==> src/rtl/vga_draw_arbiter_pkg.sv <==
// rtl/vga_draw_arbiter_pkg.sv - shared types and constants for the VGA draw arbiter
package vga_draw_arbiter_pkg;

    localparam logic [2:0] COL_WALL  = 3'b000;
    localparam logic [2:0] COL_PATH  = 3'b111;
    localparam logic [2:0] COL_START = 3'b010;
    localparam logic [2:0] COL_EXIT  = 3'b100;
    localparam logic [2:0] COL_OTHER = 3'b001;

    localparam logic [2:0] MEM_WALL  = 3'd0;
    localparam logic [2:0] MEM_PATH  = 3'd1;
    localparam logic [2:0] MEM_START = 3'd2;
    localparam logic [2:0] MEM_EXIT  = 3'd3;

    typedef enum logic [1:0] {
        JOB_MAZE,
        JOB_ERASE,
        JOB_DRAW
    } job_t;

    typedef enum logic [2:0] {
        IDLE,
        RD,
        WAITRD,
        FILL,
        NEXT,
        DONE,
        RELEASE
    } state_t;

    // Maze memory code to pixel colour; codes 4-7 are reserved and all draw as COL_OTHER.
    function automatic logic [2:0] cell_colour(input logic [2:0] code);
        case (code)
            MEM_WALL:  return COL_WALL;
            MEM_PATH:  return COL_PATH;
            MEM_START: return COL_START;
            MEM_EXIT:  return COL_EXIT;
            default:   return COL_OTHER;
        endcase
    endfunction

endpackage

==> src/rtl/vga_draw_arbiter_cell_pixel_counter.sv <==
// rtl/vga_draw_arbiter_cell_pixel_counter.sv - sweeps one grid cell into CELL x CELL pixel coordinates
module cell_pixel_counter #(
    parameter int CELL = 4,
    parameter int X0   = 40,
    parameter int Y0   = 20
) (
    input  logic       clock,
    input  logic       reset,
    input  logic       advance,
    input  logic [4:0] cx,
    input  logic [4:0] cy,
    output logic [7:0] px,
    output logic [6:0] py,
    output logic       last
);

    localparam int FW = (CELL > 1) ? $clog2(CELL) : 1;
    localparam logic [FW-1:0] EDGE = FW'(CELL - 1);

    logic [FW-1:0] fx;
    logic [FW-1:0] fy;
    logic          fx_wrap;

    assign fx_wrap = (fx == EDGE);
    assign last    = fx_wrap && (fy == EDGE);

    // A full sweep wraps both counters back to zero, so the next cell starts clean.
    always_ff @(posedge clock) begin
        if (reset) begin
            fx <= '0;
            fy <= '0;
        end else if (advance) begin
            if (fx_wrap) begin
                fx <= '0;
                fy <= (fy == EDGE) ? '0 : fy + FW'(1);
            end else begin
                fx <= fx + FW'(1);
            end
        end
    end

    assign px = 8'(X0) + 8'(cx) * 8'(CELL) + 8'(fx);
    assign py = 7'(Y0) + 7'(cy) * 7'(CELL) + 7'(fy);

endmodule

==> src/rtl/vga_draw_arbiter.sv <==
// rtl/vga_draw_arbiter.sv - fixed-priority owner of the VGA pixel port and the maze memory read port
module vga_draw_arbiter
    import vga_draw_arbiter_pkg::*;
#(
    parameter int         CELL          = 4,
    parameter int         GRID_W        = 20,
    parameter int         GRID_H        = 20,
    parameter int         X0            = 40,
    parameter int         Y0            = 20,
    parameter logic [2:0] PLAYER_COLOUR = 3'b110
) (
    input  logic       clock,
    input  logic       reset,
    input  logic       draw_maze,
    input  logic       erase_box,
    input  logic       draw_box,
    input  logic [4:0] draw_x,
    input  logic [4:0] draw_y,
    input  logic [4:0] prev_x,
    input  logic [4:0] prev_y,
    input  logic [2:0] mem_data,
    output logic [8:0] mem_addr,
    output logic       mem_rd,
    output logic       mem_busy,
    output logic [7:0] vga_x,
    output logic [6:0] vga_y,
    output logic [2:0] vga_colour,
    output logic       plot,
    output logic       done_maze,
    output logic       done_erase,
    output logic       done_draw
);

    state_t     state;
    job_t       job;
    logic [4:0] cx;
    logic [4:0] cy;
    logic [2:0] colour;
    logic [7:0] px;
    logic [6:0] py;
    logic       last_pixel;
    logic       erase_ok;
    logic       draw_ok;
    logic       held;

    cell_pixel_counter #(
        .CELL (CELL),
        .X0   (X0),
        .Y0   (Y0)
    ) u_counter (
        .clock   (clock),
        .reset   (reset),
        .advance (state == FILL),
        .cx      (cx),
        .cy      (cy),
        .px      (px),
        .py      (py),
        .last    (last_pixel)
    );

    assign erase_ok = (int'(prev_x) < GRID_W) && (int'(prev_y) < GRID_H);
    assign draw_ok  = (int'(draw_x) < GRID_W) && (int'(draw_y) < GRID_H);

    // RELEASE waits on whichever request was granted, so a held level is not served twice.
    always_comb begin
        held = 1'b0;
        case (job)
            JOB_MAZE:  held = draw_maze;
            JOB_ERASE: held = erase_box;
            default:   held = draw_box;
        endcase
    end

    assign mem_rd   = (state == RD);
    assign mem_busy = (state != IDLE);
    assign mem_addr = mem_rd ? (9'(cy) * 9'(GRID_W) + 9'(cx)) : '0;

    always_ff @(posedge clock) begin
        if (reset) begin
            state      <= IDLE;
            job        <= JOB_MAZE;
            cx         <= '0;
            cy         <= '0;
            colour     <= '0;
            vga_x      <= '0;
            vga_y      <= '0;
            vga_colour <= '0;
            plot       <= 1'b0;
            done_maze  <= 1'b0;
            done_erase <= 1'b0;
            done_draw  <= 1'b0;
        end else begin
            plot       <= 1'b0;
            done_maze  <= 1'b0;
            done_erase <= 1'b0;
            done_draw  <= 1'b0;
            case (state)
                IDLE: begin
                    if (draw_maze) begin
                        job   <= JOB_MAZE;
                        cx    <= '0;
                        cy    <= '0;
                        state <= RD;
                    end else if (erase_box) begin
                        job   <= JOB_ERASE;
                        cx    <= prev_x;
                        cy    <= prev_y;
                        state <= erase_ok ? RD : DONE;
                    end else if (draw_box) begin
                        job    <= JOB_DRAW;
                        cx     <= draw_x;
                        cy     <= draw_y;
                        colour <= PLAYER_COLOUR;
                        state  <= draw_ok ? FILL : DONE;
                    end
                end
                RD: state <= WAITRD;
                WAITRD: begin
                    colour <= cell_colour(mem_data);
                    state  <= FILL;
                end
                FILL: begin
                    plot       <= 1'b1;
                    vga_x      <= px;
                    vga_y      <= py;
                    vga_colour <= colour;
                    if (last_pixel) begin
                        state <= (job == JOB_MAZE) ? NEXT : DONE;
                    end
                end
                NEXT: begin
                    if (cx == 5'(GRID_W - 1)) begin
                        cx <= '0;
                        cy <= cy + 5'd1;
                        state <= (cy == 5'(GRID_H - 1)) ? DONE : RD;
                    end else begin
                        cx    <= cx + 5'd1;
                        state <= RD;
                    end
                end
                DONE: begin
                    case (job)
                        JOB_MAZE:  done_maze  <= 1'b1;
                        JOB_ERASE: done_erase <= 1'b1;
                        default:   done_draw  <= 1'b1;
                    endcase
                    state <= RELEASE;
                end
                RELEASE: begin
                    if (!held) begin
                        state <= IDLE;
                    end
                end
                default: state <= IDLE;
            endcase
        end
    end

endmodule
==> config.mk <==
export PLATFORM = sky130hd
export DESIGN_NAME = vga_draw_arbiter
export DESIGN_NICKNAME = d
export VERILOG_FILES = /design/src/rtl/vga_draw_arbiter_pkg.sv /design/src/rtl/vga_draw_arbiter_cell_pixel_counter.sv /design/src/rtl/vga_draw_arbiter.sv
export SDC_FILE = /design/constraint.sdc
export NUM_CORES = 1
export LEC_CHECK = 0
export CORE_MARGIN = 10
export CORE_UTILIZATION = 38
export DETAILED_ROUTE_END_ITERATION = 10
export PLACE_DENSITY = 0.63
export SLEW_MARGIN = 30
export SYNTH_ARGS = -nofsm -noshare
export SYNTH_HDL_FRONTEND = slang
export SYNTH_SLANG_ARGS = --single-unit
==> constraint.sdc <==
create_clock -name clock -period 2.7 [get_ports clock]
set_input_delay 0.54 -clock clock [delete_from_list [all_inputs] [get_ports clock]]
set_output_delay 0.54 -clock clock [all_outputs]
set_load 0.03 [all_outputs]
==> results of run 1 <==
-- area by class of cell --
class	instances	area (sq um)
Clock buffer	5	68.82
Fill cell	661	3208
Inverter	12	45.04
Multi-Input combinational cell	253	1677
Clock inverter	3	42.54
Timing Repair Buffer	80	748.2
Tap cell	96	120.1
Sequential cell	44	884.6
-- what timing repair did --
action                                  CTS  global route
gates resized for setup                  14             4
endpoints found under the setup margin    4             5
hold endpoints to repair                  0             0
pin swaps                                 7             1
buffers inserted                          0             1
-- registers in the layout (all words and copies together), names as in the netlist --
name / cells
state: 3
done_erase: 1
job: 2
vga_colour: 3
cy: 5
vga_y: 7
done_draw: 1
done_maze: 1
u_counter.fy: 2
plot: 1
u_counter.fx: 2
vga_x: 8
colour: 3
cx: 5
-- kinds of logic after synthesis --
logic type / after synthesis / share of synthesized area [%]
buf+inv: 35 / 6.247
mux: 11 / 4.165
simple gates: 128 / 24.14
flops: 44 / 33.32
xor+xnor: 12 / 4.543
compound gates: 86 / 19.45
fa+ha+maj: 16 / 8.140
-- worst max-delay path: cells and delay by family (launching register included) --
kind,cells,cell delay (ns)
AO/OA/AOI/OAI,1,0.12
AND/OR/NAND/NOR,2,0.54
buffers and inverters,2,0.19
flip-flops,1,0.34
adder cells (fa/ha/maj),3,0.82
-- worst paths after layout --
path / slack, ns / cells past startpoint / start / to
worst max-delay path: -0.15 / 8 / cy[3] / mem_addr[7]
worst min-delay path: 0.45 / 2 / vga_x[5] / vga_x[5]
worst max register to register: 0.74 / 6 / cx[0] / state[2]
worst min register to register: 0.45 / 2 / vga_x[5] / vga_x[5]
-- Yosys cell counts (all sizes together), types with 2 or more instances --
cell / instances / area share, %
nand2b: 3 / 0.71
nand4: 2 / 0.47
or4: 2 / 0.57
and2: 8 / 2.0
and3b: 2 / 0.66
fa: 2 / 1.5
nor2: 22 / 3.1
nor2b: 4 / 0.95
o211ai: 3 / 1.0
o21ai: 25 / 4.7
buf: 13 / 3.1
o311a: 2 / 0.76
ha: 14 / 6.6
inv: 12 / 1.7
mux2i: 11 / 4.2
nand3: 5 / 0.95
nand2: 41 / 5.8
nor3: 24 / 4.7
a21oi: 38 / 7.2
a211oi: 4 / 1.1
dfxtp: 44 / 33
a21o: 3 / 0.85
a221oi: 2 / 0.90
clkbuf: 10 / 1.4
nor3b: 4 / 1.1
nand3b: 2 / 0.57
nor4: 2 / 0.47
xnor2: 8 / 2.7
xor2: 3 / 0.99
or3: 2 / 0.47
-- placed cells by master, fill, tap and decap left out, drive strengths merged, types with 5 or more instances in the layout --
cell and count:
clkbuf 5, xnor2 8, nand3 5, dfxtp 44
clkdlybuf4s50 53, o21ai 25, and2 8, inv 12
nor2 22, nor3 24, buf 24, a21oi 38
ha 14, mux2i 11, nand2 41
-- metal layers --
layer  global-route usage (%)  part of all wire, %  vias up
met1                    17.20                   47     1148
li1                         -                    -     1295
met5                        0                    0        -
met4                    3.850                  1.1        0
met2                    21.00                   46       71
met3                    3.056                  6.3        5
-- report_power, final --
| part | total (mW) | leakage (nW) | internal [mW] | switching [mW] |
|---|---|---|---|---|
| clock | 0.494 | 0.0541 | 0.274 | 0.220 |
| combinational | 0.595 | 0.989 | 0.266 | 0.329 |
| sequential | 0.738 | 0.359 | 0.696 | 0.0415 |
| total | 1.83 | 1.40 | 1.24 | 0.590 |
==> run metrics, run 1 <==
Leakage Power=1.402 nW; root buffer cell=clkbuf_8; antenna fix cells=0; critical path type=register to primary output; non-filler cells in the finished layout=between 400 and 500; total clock buffers created by CTS=5; portion of the clock cycle consumed by the worst path in the final layout=105.7%; CTS sink count=between 40 and 50; Reg clk slew, reported paths=0.08 ns; Worst Slack Setup Final=-0.1546 ns; prevailing post-synth register cell=dfxtp_1; cell repeated most along the worst path=ha_4; Syn Nets=376; antenna violations before repair=0; IO Pins=61; final sum of negative setup slack=-0.2179 ns; leftover overflow at the end of global routing=0; Critical Path RT=between 2 and 2.5 ns; final weighted congestion in routability-driven placement=0.8353; setup repair after global routing missed its margin=yes; wire length reported by the detailed router=a little under 7 mm; gr usage total=between 10% and 20%; Post-Layout Inst Area=3586 sq um; Initial Util=38.91%; placed wire-length estimate=5.234 mm; Post-Place Cells=between 400 and 500; biggest fanout along the worst timing path=3; Worst-Margin Slew=between 0.8 and 0.9 ns; result of the run=complete, but fails checks; drt wl/cell=13.68 um; Setup crit end kind=primary output; gate count after technology mapping=332; max_slew headroom=45.83%; post-detailed-placement cell area=3392 sq um; number of nets in the final layout=440; number of setup violations in the final report=2; final-layout worst hold slack=around 0.45 ns; Fin. Hold Viols=0; min-delay worst type=register to register; core footprint=6794 sq um; number of register bits inferred by synthesis=44; worst vdd ir=0.2252 mV; Setup Slack @ Placement=-0.1047 ns; Final ANT Viol Nets=0; final cell utilization of the core=52.78%; clk_lat worst skew=0.29 ns; vias after detailed routing=2519; final routed DRC violation total=0; max-capacitance violation count=0; mean instance size in the synthesized netlist=between 7 and 8 sq um; post-synthesis sequential area ratio=33.32%; IO Port Bufs=60; clock tree skew after final layout=0.007152 ns; Die X-Extent=103.4 um; fraction of layout instances using a drive strength above 1=13.35%; number of iterations in the first detailed-routing pass=4; slowest library cell on the worst path=fa_2; largest net degree at the start of global routing=23; Clock H-tree levels=2; areal power density over the cells=509.3 nW/um^2; DRC violation total after the first TritonRoute iteration=144; deepest clock path buffer count=2; number of placement rows=30; arrival time of data at the critical path endpoint=2.31 ns; Syn Std Cell Area=2644 sq um; maximum single-stage delay on the critical path=0.43 ns; average via count per standard cell=5.110; number of global-route vias before repair=2503; fraction of synthesis flops using an asynchronous set or reset pin=0%; global-route wire length before repair=11.61 mm; Max Fclk=approximately 350 MHz; hold bufs inserted after CTS=0; cells along the critical path=ha_4 > ha_4 > inv_2 > fa_2 > nand2b_4 > or3_4 > a21oi_4 > buf_6; clock tree from TritonCTS=yes; Die Area=10690 sq um; launching element type of the critical path=register; Die Span Y=just over 100 um; fin crit period=2.855 ns; synth warn=0; sum of internal, switching and leakage power=1.826 mW; area overhead of the layout relative to synthesis=35.64%; violations in the final reports=setup timing; count of flip-flops with a built-in enable after synthesis=0; number of slew-limit violations in the final report=0; post-synth cell types=51
Power figures use the tool's default switching activity.
==> run 2: changes to the inputs <==
CORE_MARGIN = 4   (was 10)
==> run metrics, run 2 (synthesis results as in run 1) <==
result of the run=complete, but fails checks (unchanged); violations in the final reports=setup timing (unchanged); gr usage total=16.14% (was 13.14%); clock tree from TritonCTS=yes (unchanged); final-layout worst hold slack=0.4566 ns (was 0.4534 ns); worst min-delay path startpoint=vga_x[5] (unchanged); setup repair after global routing missed its margin=yes (unchanged); max-capacitance violation count=0 (unchanged); startpoint of the worst setup timing path=cy[1] (was cy[3]); core footprint=6794 sq um (unchanged); Fin. Hold Viols=0 (unchanged); number of global-route vias before repair=2407 (was 2503); Reg clk slew, reported paths=0.09 ns (was 0.08 ns); deepest clock path buffer count=2 (unchanged); Die X-Extent=91.41 um (was 103.4 um); clock tree skew after final layout=0.006736 ns (was 0.007152 ns); Initial Util=38.91% (unchanged); Worst-Margin Slew=0.6896 ns (was 0.8101 ns); number of iterations in the first detailed-routing pass=4 (unchanged); placed wire-length estimate=4.900 mm (was 5.234 mm); cell repeated most along the worst path=ha_4 (unchanged); number of cell instances on the worst register-to-register path=6 (unchanged); max_slew headroom=53.83% (was 45.83%); fin crit period=2.877 ns (was 2.855 ns); DRC violation total after the first TritonRoute iteration=53 (was 144); areal power density over the cells=514.1 nW/um^2 (was 509.3 nW/um^2); commonest cells after routing, fill and taps aside=clkdlybuf4s50_1 (54), nand2_1 (41), dfxtp_1 (41), a21oi_1 (37), o21ai_0 (25) (was clkdlybuf4s50_1 (53), nand2_1 (41), dfxtp_1 (41), a21oi_1 (37), o21ai_0 (25)); root buffer cell=clkbuf_8 (unchanged); Post-Place Cells=485 (was 484); Die Span Y=91.41 um (was 103.4 um); cells along the critical path=ha_4 > ha_4 > inv_2 > fa_2 > nand2b_4 > or3_4 > a21oi_4 > buf_6 (unchanged); number of placement rows=30 (unchanged); registers with the most flip-flops=vga_x: 8 flops, vga_y: 7 flops (unchanged); final routed DRC violation total=0 (unchanged); drt wl/cell=13.16 um (was 13.68 um); arrival time of data at the critical path endpoint=2.34 ns (was 2.31 ns); global-route wire length before repair=11.23 mm (was 11.61 mm); leftover overflow at the end of global routing=0 (unchanged); register with the highest flop count=vga_x (unchanged); Setup crit end kind=primary output (unchanged); Max Fclk=347.5 MHz (was 350.3 MHz); Min-Delay Path Depth=2 (unchanged); antenna fix cells=0 (unchanged); CTS sink count=44 (unchanged); total clock buffers created by CTS=5 (unchanged); final weighted congestion in routability-driven placement=0.8330 (was 0.8353); hold bufs inserted after CTS=0 (unchanged); min-delay worst type=register to register (unchanged); Leakage Power=1.396 nW (was 1.402 nW); clk_lat worst skew=0.30 ns (was 0.29 ns); most common library cell in the layout ignoring fill and taps=clkdlybuf4s50_1 (unchanged); biggest fanout along the worst timing path=3 (unchanged); non-filler cells in the finished layout=495 (was 493); worst vdd ir=0.2412 mV (was 0.2252 mV); launching element type of the critical path=register (unchanged); post-detailed-placement cell area=3405 sq um (was 3392 sq um); fraction of layout instances using a drive strength above 1=14.04% (was 13.35%); critical path type=register to primary output (unchanged); average via count per standard cell=5.014 (was 5.110); antenna violations before repair=0 (unchanged); IO Port Bufs=60 (unchanged); Worst Slack Setup Final=-0.1775 ns (was -0.1546 ns); Post-Layout Inst Area=3607 sq um (was 3586 sq um); Final ANT Viol Nets=0 (unchanged); IO Pins=61 (unchanged); maximum single-stage delay on the critical path=0.44 ns (was 0.43 ns); Die Area=8356 sq um (was 10690 sq um); Reg-to-Reg Start=cx[1] (was cx[0]); number of setup violations in the final report=2 (unchanged); Critical Path RT=2.16 ns (about the same); slowest library cell on the worst path=fa_2 (unchanged); wire length reported by the detailed router=6.512 mm (was 6.742 mm); portion of the clock cycle consumed by the worst path in the final layout=106.6% (was 105.7%); max FFs per register=8 (unchanged); Clock H-tree levels=2 (unchanged); number of nets in the final layout=442 (was 440); vias after detailed routing=2482 (was 2519); final cell utilization of the core=53.09% (was 52.78%); largest net degree at the start of global routing=23 (unchanged); number of slew-limit violations in the final report=0 (unchanged); area overhead of the layout relative to synthesis=36.44% (was 35.64%)
[run 2: changes by cell type in the layout (fill, tap and decap cells not counted), sizes merged]
cell	change
inv	+1
clkdlybuf4s50	+1
clkinv	-1
dlymetal6s2s	-1
buf	+2
[run 2: per-stage QoR]
step	setup slack, ns	setup TNS, ns	power (mW)
final	-0.1775	-0.2467	1.855
after floorplan	0.03227	0	1.123
after detailed placement	-0.09902	-0.1214	1.331
after CTS	-0.1857	-0.2693	1.873
after global placement	-0.03967	-0.03967	1.322
after global routing	-0.2309	-0.3669	1.966
[run 2: path summary, 6_finish.rpt]
path | slack [ns] | end
setup / recovery | -0.18 | mem_addr[7]
hold / removal | 0.46 | vga_x[5]
setup reg to reg | 0.72 | state[2]
hold reg to reg | 0.46 | vga_x[5]
[run 2: cell type report]
type	count	area, sq um
Clock buffer	5	68.82
Tap cell	96	120.1
Inverter	12	45.04
Timing Repair Buffer	82	760.7
Multi-Input combinational cell	253	1682
Sequential cell	44	884.6
Clock inverter	3	46.29
Fill cell	668	3187
[run 2: report_power, final]
| part | internal, mW | switching [mW] | leakage (nW) |
|---|---|---|---|
| clock network | 0.279 | 0.240 | 0.0548 |
| logic | 0.270 | 0.325 | 0.982 |
| registers | 0.696 | 0.0451 | 0.359 |
| total | 1.24 | 0.610 | 1.40 |
[run 2: critical path, delay by kind of cell, from the launching register on]
kind | cells | cell delay, ns
flops | 1 | 0.34
fa+ha+maj | 3 | 0.83
simple gates | 2 | 0.55
buf+inv | 2 | 0.18
compound gates | 1 | 0.14
[run 2: per-layer routing]
metal / routed length [um] / GRT usage, % / vias to the layer above
li1: - / - / 1298
met1: 3126 / 21.66 / 1118
met2: 3001 / 26.17 / 61
met3: 308 / 2.568 / 5
met4: 75 / 5.528 / 0
met5: 0 / 0 / -
[run 2: repair_timing]
| action | 4_1_cts | 5_1_grt |
|---|---|---|
| hold endpoints to repair | 0 | 0 |
| gates resized for setup | 13 | 4 |
| pin swaps | 7 | 1 |
| endpoints found under the setup margin | 4 | 2 |
| setup buffers | 1 | 1 |
